**src/rtl/idma_pkg.sv**
```systemverilog
// Shared types and constants for the iDMA read-address arbitration path.
package idma_pkg;

    localparam int NUM_REQ_DEF = 3;

    localparam int SRC_NORM = 0;
    localparam int SRC_RESI = 1;
    localparam int SRC_WT   = 2;

    typedef enum logic {
        ARB_IDLE,
        ARB_LOCK
    } arb_state_e;

endpackage

```
**src/rtl/idma_rr_pick.sv**
```systemverilog
// Round-robin winner select: first valid requester after i_rr_ptr, wrapping.
module idma_rr_pick
    import idma_pkg::*;
#(
    parameter int NUM_REQ = NUM_REQ_DEF,
    parameter int IDW     = $clog2(NUM_REQ)
) (
    input  logic [NUM_REQ-1:0] i_valid,
    input  logic [IDW-1:0]     i_rr_ptr,
    output logic [IDW-1:0]     o_winner,
    output logic               o_any_valid
);

    int   w_idx;
    logic w_found;

    always_comb begin
        o_winner = '0;
        w_found  = 1'b0;
        w_idx    = 0;
        // Scan starts one past the pointer, so the last owner is checked last.
        for (int k = 1; k <= NUM_REQ; k++) begin
            w_idx = int'(i_rr_ptr) + k;
            if (w_idx >= NUM_REQ) begin
                w_idx = w_idx - NUM_REQ;
            end
            if (!w_found && i_valid[w_idx]) begin
                o_winner = IDW'(w_idx);
                w_found  = 1'b1;
            end
        end
    end

    assign o_any_valid = |i_valid;

endmodule

```
**src/rtl/idma_rd_addr_arb.sv**
```systemverilog
// Round-robin, burst-locked arbiter sharing the read-address FIFO between
// the address generators; each pushed address carries its source ID.
//
//  state    | meaning
//  ARB_IDLE | no grant held; pick next owner if any requester is valid
//  ARB_LOCK | owner holds the FIFO until it pushes a beat flagged last
module idma_rd_addr_arb
    import idma_pkg::*;
#(
    parameter int NUM_REQ = NUM_REQ_DEF,
    parameter int AW      = 32,
    parameter int IDW     = $clog2(NUM_REQ)
) (
    input  logic                  cclk,
    input  logic                  rst_n,
    input  logic                  i_arb_clr,
    input  logic [NUM_REQ-1:0]    i_req_valid,
    input  logic [NUM_REQ*AW-1:0] i_req_addr,
    input  logic [NUM_REQ-1:0]    i_req_last,
    output logic [NUM_REQ-1:0]    o_req_ready,
    input  logic                  i_rd_afifo_full_s,
    output logic                  o_afifo_push,
    output logic [AW-1:0]         o_afifo_addr,
    output logic [IDW-1:0]        o_afifo_src,
    output logic                  o_arb_busy,
    output logic [15:0]           o_beat_cnt
);

    arb_state_e     r_state;
    arb_state_e     w_state_nxt;
    logic [IDW-1:0] r_owner;
    logic [IDW-1:0] w_owner_nxt;
    logic [IDW-1:0] r_rr_ptr;
    logic [IDW-1:0] w_rr_nxt;
    logic [15:0]    r_beat_cnt;
    logic [15:0]    w_cnt_nxt;
    logic [IDW-1:0] w_pick;
    logic           w_any;
    logic           w_lock;
    logic           w_beat;

    idma_rr_pick #(
        .NUM_REQ (NUM_REQ),
        .IDW     (IDW)
    ) u_rr_pick (
        .i_valid     (i_req_valid),
        .i_rr_ptr    (r_rr_ptr),
        .o_winner    (w_pick),
        .o_any_valid (w_any)
    );

    always_comb begin
        w_lock       = (r_state == ARB_LOCK);
        // An abort cycle accepts nothing, so no half-dropped beat reaches the FIFO.
        w_beat       = w_lock && !i_arb_clr && i_req_valid[r_owner] && !i_rd_afifo_full_s;
        w_state_nxt  = r_state;
        w_owner_nxt  = r_owner;
        w_rr_nxt     = r_rr_ptr;
        w_cnt_nxt    = r_beat_cnt;
        o_req_ready  = '0;
        o_afifo_addr = '0;

        if (w_beat) begin
            o_req_ready[r_owner] = 1'b1;
            o_afifo_addr         = i_req_addr[int'(r_owner)*AW +: AW];
        end

        case (r_state)
            ARB_IDLE: begin
                if (w_any) begin
                    w_state_nxt = ARB_LOCK;
                    w_owner_nxt = w_pick;
                end
            end
            ARB_LOCK: begin
                if (w_beat) begin
                    if (i_req_last[r_owner]) begin
                        w_state_nxt = ARB_IDLE;
                        w_rr_nxt    = r_owner;
                        w_cnt_nxt   = '0;
                    end else begin
                        w_cnt_nxt   = r_beat_cnt + 16'd1;
                    end
                end
            end
            default: w_state_nxt = ARB_IDLE;
        endcase

        if (i_arb_clr) begin
            w_state_nxt = ARB_IDLE;
            w_owner_nxt = '0;
            w_rr_nxt    = IDW'(NUM_REQ-1);
            w_cnt_nxt   = '0;
        end
    end

    always_ff @(posedge cclk or negedge rst_n) begin
        if (!rst_n) begin
            r_state    <= ARB_IDLE;
            r_owner    <= '0;
            r_rr_ptr   <= IDW'(NUM_REQ-1);
            r_beat_cnt <= '0;
        end else begin
            r_state    <= w_state_nxt;
            r_owner    <= w_owner_nxt;
            r_rr_ptr   <= w_rr_nxt;
            r_beat_cnt <= w_cnt_nxt;
        end
    end

    assign o_afifo_push = w_beat;
    assign o_afifo_src  = w_lock ? r_owner : '0;
    assign o_arb_busy   = w_lock;
    assign o_beat_cnt   = r_beat_cnt;

endmodule

```
**config.mk**
```make
export PLATFORM = sky130hd
export DESIGN_NAME = idma_rd_addr_arb
export DESIGN_NICKNAME = d
export VERILOG_FILES = /design/src/rtl/idma_pkg.sv /design/src/rtl/idma_rr_pick.sv /design/src/rtl/idma_rd_addr_arb.sv
export SDC_FILE = /design/constraint.sdc
export NUM_CORES = 1
export LEC_CHECK = 0
export BUFFER_PORTS_ARGS = -buffer_cell sky130_fd_sc_hd__buf_4
export CAP_MARGIN = 20
export CORE_MARGIN = 1.5
export CORE_UTILIZATION = 30
export DETAILED_ROUTE_END_ITERATION = 6
export GPL_ROUTABILITY_DRIVEN = 0
export PLACE_DENSITY = 0.75
export SYNTH_ARGS = -nofsm -noshare
export SYNTH_HDL_FRONTEND = slang
export SYNTH_SLANG_ARGS = --single-unit
```
**constraint.sdc**
```tcl
create_clock -name cclk -period 2.39 [get_ports cclk]
set_input_delay 0.3585 -clock cclk [delete_from_list [all_inputs] [get_ports cclk]]
set_output_delay 0.3585 -clock cclk [all_outputs]
set_load 0.05 [all_outputs]
```
==> results of run 1 <==
[per-layer routing]
metal | up-vias | global-route usage [%] | part of all wire [%]
met5 | - | 0 | 0
met1 | 1254 | 23.3 | 40
met4 | 0 | 4.91 | 1.6
met3 | 11 | 2.54 | 6.0
li1 | 1392 | - | -
met2 | 116 | 36.7 | 53
[synth_stat cells, types with 2 or more instances]
cell and instances:
o211ai_1 3, nand2b_1 3, nand4_1 3, mux2i_1 35, a21oi_1 38, and4_1 2, clkbuf_1 16, nor3_1 5
nand2_1 16, nor2b_1 4, a31oi_1 3, a32oi_1 2, o31ai_1 6, dfrtp_1 20, o21ai_0 26, buf_2 5
nor2_1 77, nand3b_1 2, inv_1 6, nor3b_1 2, nand3_1 5, and3_1 3, and2_1 3, ha_1 4
[flip-flops by register name, summed over array words and instances, names as in the netlist]
name	flops
r_owner	2
o_beat_cnt	16
r_rr_ptr	2
o_arb_busy	1
[worst max-delay path by stage]
| stage | cells past startpoint | end | from |
|---|---|---|---|
| floorplan | 4 | o_req_ready[0] | o_arb_busy |
| global placement | 6 | o_afifo_addr[1] | r_owner[1] |
| detailed placement | 6 | o_afifo_addr[0] | r_owner[1] |
| CTS | 6 | o_afifo_addr[0] | r_owner[1] |
| global route | 6 | o_req_ready[0] | r_owner[0] |
| finish | 7 | o_afifo_addr[18] | r_owner[1] |
[cell type report]
cell class | count | area, µm²
Timing Repair Buffer | 173 | 1330
Fill cell | 652 | 3240
Multi-Input combinational cell | 258 | 1590
Inverter | 6 | 22.5
Clock inverter | 1 | 5.00
Tap cell | 96 | 120
Sequential cell | 21 | 528
Clock buffer | 3 | 41.3
[power breakdown]
| group | leakage, nW | internal (mW) | total (mW) | switching [mW] |
|---|---|---|---|---|
| sequential | 0.286 | 0.362 | 0.374 | 0.0125 |
| combinational | 1.39 | 0.249 | 0.537 | 0.288 |
| clock | 0.0255 | 0.116 | 0.236 | 0.120 |
[critical path, delay by kind of cell, from the launching register on]
family	cells	cell delay, ps
DFF	1	420
AOI/OAI and AO/OA	1	250
buffers and inverters	3	530
and+or+nand+nor	2	120
muxes	1	260
[cell families after synthesis]
family / after synthesis / share of synthesized area [%]
mux: 35 / 16.2
simple gates: 129 / 26.7
xor+xnor: 1 / 0.404
buf+inv: 30 / 6.07
fa+ha+maj: 4 / 2.31
compound gates: 89 / 24.0
flops: 21 / 24.3
[repair_timing]
action | in CTS | in global routing
endpoints found under the hold margin | 20 | 0
resized for setup | 0 | 0
endpoints found under the setup margin | 0 | 20
buffers inserted | 0 | 3
hold buffers | 1 | 0
[through the flow]
stage | instance area, µm² | TNS, ps | hold slack [ps]
after global routing | 3630 | -0.499 | 307
after CTS | 3610 | 0 | 305
final | 3630 | 0 | 305
after global placement | 3550 | 0 | 256
after floorplan | 2240 | -358 | 62.9
after detailed placement | 3550 | 0 | 260
[layout by cell type (no fill, tap or decap), types with 2 or more instances in the layout]
cell	Yosys	routed
o211ai_1	3	3
and4_1	2	2
nor3_1	5	5
nand3_1	5	5
nor2_2	0	29
and3_1	3	3
mux2i_1	35	35
o21ai_0	26	26
ha_1	4	4
nand2_1	16	15
o31ai_1	6	6
nand4_1	3	3
dfrtp_1	20	19
clkbuf_8	0	3
buf_4	1	170
a21oi_1	38	38
nand3b_1	2	2
a31oi_1	3	3
nor2b_1	4	3
and2_1	3	3
nor2_1	77	48
nand2b_1	3	3
inv_1	6	6
a32oi_1	2	2
buf_12	0	2
==> metrics.md, run 1 <==
| Metric | Value |
|---|---|
| Status | complete, no violations |
| Worst Hold Depth | 2 |
| Leading post-synthesis cells by cell area | dfrtp_1, mux2i_1, nor2_1 |
| Layout Utilization | 52.9% |
| Critical path's slowest cell | dfrtp_2 |
| WP data arrival | 1840 ps |
| Critical-path maximum fanout | 21 |
| Die Wd | 88.0 µm |
| Placed cell count | 550 |
| Die ar. | 7740 µm² |
| Period minus WS final | 2200 ps |
| Most used DFF post-synth | dfrtp_1 |
| Syn avg cell area | 7.01 µm² |
| Async S/R FF share, synth | 100% |
| Final clock period utilization by the worst path | 92.1% |
| Layout area overhead | 67.8% |
| Max-slew headroom | 60.8% |
| Maximum VDD drop | 0.147 mV |
| Clk Latency, worst-skew pair | 260 ps |
| Pleak | 1.70 nW |
| CTS H-tree depth | 1 |
| Worst r2r dst | o_beat_cnt[11] |
| Worst path cell trace | buf_4 > buf_12 > mux2i_1 > nor2_1 > a21oi_1 > nor2_2 > buf_4 |
| CTS Sinks | 21 |
| Setup slack at placement | 387 ps |
| Root buf cell | clkbuf_8 |
| Wire length per cell | 14.0 µm |
| F_max | 0.454 GHz |
| Synth area leader | dfrtp_1 |
| CP most frequent cell | buf_4 |
| Routed Antenna Nets | 0 |
| Drt pass-1 iters | 4 |
| Via count | 2773 |
| Final Hold Vio Count | 0 |
| Seq/Total Area, Yosys | 24.3% |
| Final nets | 573 |
| CTS tree | built |
| Slew Limit Fails | 0 |
| Yosys top cell area share | 23.1% |
| R2R cell count | 4 |
| Post-synthesis register bit count | 21 |
| Synth warn | 0 |
| Clock-pin transition on the worst setup and hold timing paths | 80 ps |
| Setup Skew | 3.51 ps |
| DRC | 0 |
| Initial Util | 31.5% |
| Reg-to-reg startpoint | r_owner[0] |
| Detailed placement HPWL | 6.24 mm |
| Vias in the first global route | 2625 |
| Initial antenna violation count | 0 |
| Setup WS post-layout | 189 ps |
| R2r setup slk | 390 ps |
| Hold path start | i_arb_clr |
| Kind of critical path | flip-flop to primary output |
| CP Launch Type | flip-flop |
| Syn_nets | 419 |
| Global route overflow | 0 |
| First DRT Iteration DRCs | 110 |
| PD cells | 316 nW/µm² |
| Total Routed Length | 7.81 mm |
| Core ar. | 6870 µm² |
| Netlist cell types | 44 |
| Largest net degree at the start of global routing | 38 |
| Ant diodes | 0 |
| Ports | 161 |
| Clock buffer depth | 2 |
| Port bufs | 160 |
| Max cap viols | 0 |
| # rows | 30 |
| Fin cells | 558 |
| Mapped cell area | 2170 µm² |
| Total power | 1.15 mW |
| Share of layout cells above drive strength 1 | 46.3% |
| # setup viols final | 0 |
| Total track usage | 19.6% |
| Drt via density | 4.97 |
| CTS Buf Count | 3 |
| Cells after synthesis | 309 |
| WP data required | 2030 ps |
| Worst-Margin Slew | 584 ps |
| Worst Setup End Kind | primary output |
| Die Ht | 88.0 µm |
| Max stage delay on crit path | 420 ps |
| Hold WC Path Type | input pin to flip-flop |
| Worst hold endpoint | o_beat_cnt[1] |
| Post-synth EDFFs | 0 |
| First-pass GRT wire length | 12.1 mm |
(Power assumes the default switching activity.)
==> run 2: changes to the inputs <==
--- a/config.mk
+++ b/config.mk
@@ -7,11 +7,13 @@
 export LEC_CHECK = 0
 export BUFFER_PORTS_ARGS = -buffer_cell sky130_fd_sc_hd__buf_4
 export CAP_MARGIN = 20
+export CELL_PAD_IN_SITES_DETAIL_PLACEMENT = 1
+export CELL_PAD_IN_SITES_GLOBAL_PLACEMENT = 1
 export CORE_MARGIN = 1.5
-export CORE_UTILIZATION = 30
+export CORE_UTILIZATION = 27
 export DETAILED_ROUTE_END_ITERATION = 6
 export GPL_ROUTABILITY_DRIVEN = 0
-export PLACE_DENSITY = 0.75
+export PLACE_DENSITY = 0.95
 export SYNTH_ARGS = -nofsm -noshare
 export SYNTH_HDL_FRONTEND = slang
 export SYNTH_SLANG_ARGS = --single-unit
==> run 2 against run 1 <==
Compared with the run above: critical path depth shrank 1; count of clock-buffer cells in the layout unchanged; via count up 5.4%; highest routed layer unchanged; core utilization fell by 6.0 points; flip-flop and latch count unchanged; register-to-register slack improved by 70 ps; cell count grew 1.1%; largest cell class unchanged; clock skew increased by 6.8 ps; die area increased by 11%; cell area decreased by 0.34%; maximum frequency decreased by 1.3%.
==> metrics.md, run 2 (synthesized netlist as in run 1, its figures left out) <==
| Metric | Value |
|---|---|
| Status | complete, no violations |
| WP data arrival | 1870 ps (+30 ps) |
| Critical-path maximum fanout | 20 (-4.8%) |
| Port bufs | 160 (unchanged) |
| Detailed placement HPWL | 7.30 mm (+17%) |
| Routed Antenna Nets | 0 (unchanged) |
| Design Area, Final | 3620 µm² (-0.34%) |
| Ports | 161 (unchanged) |
| DRC | 0 (unchanged) |
| Final nets | 573 (unchanged) |
| Max stage delay on crit path | 490 ps (+70 ps) |
| Ant diodes | 0 (unchanged) |
| Root buf cell | clkbuf_8 |
| CTS tree | built |
| Clk Latency, worst-skew pair | 270 ps (about the same) |
| WP data required | 2030 ps (about the same) |
| Core ar. | 7730 µm² (+12%) |
| Via count | 2922 (+5.4%) |
| CTS Sinks | 21 (unchanged) |
| CP Launch Type | flip-flop |
| Global route overflow | 0 (unchanged) |
| Pleak | 1.69 nW (-0.36%) |
| Wire length per cell | 16.0 µm (+14%) |
| Drt via density | 5.18 (+4.3%) |
| First DRT Iteration DRCs | 85 (-23%) |
| Worst Setup End Kind | primary output |
| CTS H-tree depth | 1 (unchanged) |
| Clock-pin transition on the worst setup and hold timing paths | 90 ps (about the same) |
| Most frequent cells in the layout | buf_4, nor2_1, a21oi_1 |
| Total track usage | 20.6% (+1.0 points) |
| Placed cell count | 559 (+1.6%) |
| Setup bufs post-CTS | 0 (unchanged) |
| Slew Limit Fails | 0 (unchanged) |
| Initial antenna violation count | 0 (unchanged) |
| Die Ht | 92.6 µm (+5.2%) |
| # rows | 32 (+6.7%) |
| Fill count | 979 (+50%) |
| Final Hold Vio Count | 0 (unchanged) |
| Worst Path Buf+Inv | 2 (-1) |
| First-pass GRT wire length | 14.5 mm (+20%) |
| F_max | 0.448 GHz (-1.3%) |
| Most common cell after layout, fill and taps aside | buf_4 |
| Worst path cell trace | mux2i_1 > o21ai_2 > nand2_2 > buf_4 > nor3_1 > buf_4 |
| Fin cells | 564 (+1.1%) |
| Layout area overhead | 67.2% |
| Placed Area | 3560 µm² (+0.14%) |
| Total power | 1.15 mW (+0.59%) |
| Drt pass-1 iters | 4 (unchanged) |
| Die Wd | 92.6 µm (+5.2%) |
| Max-slew headroom | 67.1% (+6.3 points) |
| CP most frequent cell | buf_4 |
| Critical path's slowest cell | dfrtp_2 |
| Largest net degree at the start of global routing | 25 (-34%) |
| CTS Buf Count | 3 (unchanged) |
| Maximum VDD drop | 0.190 mV (+29%) |
| Final clock period utilization by the worst path | 93.4% (+1.3 points) |
| Vias in the first global route | 3092 (+18%) |
| Die ar. | 8570 µm² (+11%) |
| Unrepaired setup endpoints after global routing | no |
| Share of layout cells above drive strength 1 | 46.8% (+0.43 points) |
| Delay-heaviest family, CP | buffers and inverters |
| Hold WC Path Type | input pin to flip-flop |
| Total Routed Length | 9.00 mm (+15%) |
| Clock buffer depth | 2 (unchanged) |
| Max FFs per register | 16 (unchanged) |
| Max cap viols | 0 (unchanged) |
| PD cells | 319 nW/µm² (+0.94%) |
| Area occupied by multi-input gates | 1590 µm² (+0.24%) |
| Initial Util | 28.0% (-3.5 points) |
| Storage cell area | 529 µm² (+0.24%) |
| Period minus WS final | 2230 ps (+29.9 ps) |
| Setup Skew | 10.3 ps (+6.83 ps) |
| # setup viols final | 0 (unchanged) |
| Setup WS post-layout | 159 ps (-29.9 ps) |
| Layout Utilization | 46.9% (-6.0 points) |
| Worst-Margin Slew | 490 ps (-94.6 ps) |
| Setup slack at placement | 372 ps (-15.2 ps) |
| Kind of critical path | flip-flop to primary output |
run 2: cell counts in the layout (fill, tap and decap cells not counted):
No cell type changed its count.
run 2: area by class of cell:
| class | count | share of cell area (%) |
|---|---|---|
| inverter | 6 | 0.622 |
| tap | 102 | 3.52 |
| clock inverter | 1 | 0.138 |
| timing repair buffer | 173 | 35.9 |
| sequential | 21 | 14.6 |
| multi-input combinational | 258 | 44.0 |
| clock buffer | 3 | 1.14 |
run 2: timing repair:
item	in CTS	in global routing
endpoints found under the setup margin	0	8
hold buffers	1	0
hold endpoints to repair	20	0
resized for setup	0	2
run 2: final timing paths:
path | start | to | slack [ps] | depth (start not counted)
setup / recovery | r_owner[1] | o_req_ready[2] | 160 | 6
hold / removal | i_arb_clr | r_rr_ptr[0] | 300 | 2
setup reg to reg | r_rr_ptr[0] | r_owner[0] | 460 | 6
hold reg to reg | o_beat_cnt[13] | o_beat_cnt[13] | 510 | 1
max in group asynchronous | rst_n | r_rr_ptr[1] | 1610 | 2
min in group asynchronous | rst_n | o_beat_cnt[12] | 510 | 2
run 2: worst register-to-register path, delay by kind of cell, from the launching register on:
family	cells	cell delay [ps]
AOI/OAI and AO/OA	3	680
adders and majority gates	1	470
DFF	1	460
buffers and inverters	1	130
and+or+nand+nor	1	80
run 2: per-layer routing:
metal  wire (µm)  global-route usage [%]  vias up
li1            -                       -     1395
met3         548                    2.96       18
met5           0                       0        -
met2        4960                    41.9      123
met4         185                    5.26        0
met1        3300                    21.5     1386
run 2: through the flow:
step / hold WS [ps] / setup TNS [ps]
after floorplan: 62.9 / -358
after global placement: 262 / 0
after detailed placement: 263 / 0
after CTS: 300 / 0
after global routing: 301 / 0
final: 297 / 0
run 2: power breakdown:
group	switching (mW)	internal (mW)	total, mW
combinational	0.291	0.243	0.534
clock	0.128	0.117	0.245
sequential	0.0133	0.362	0.375
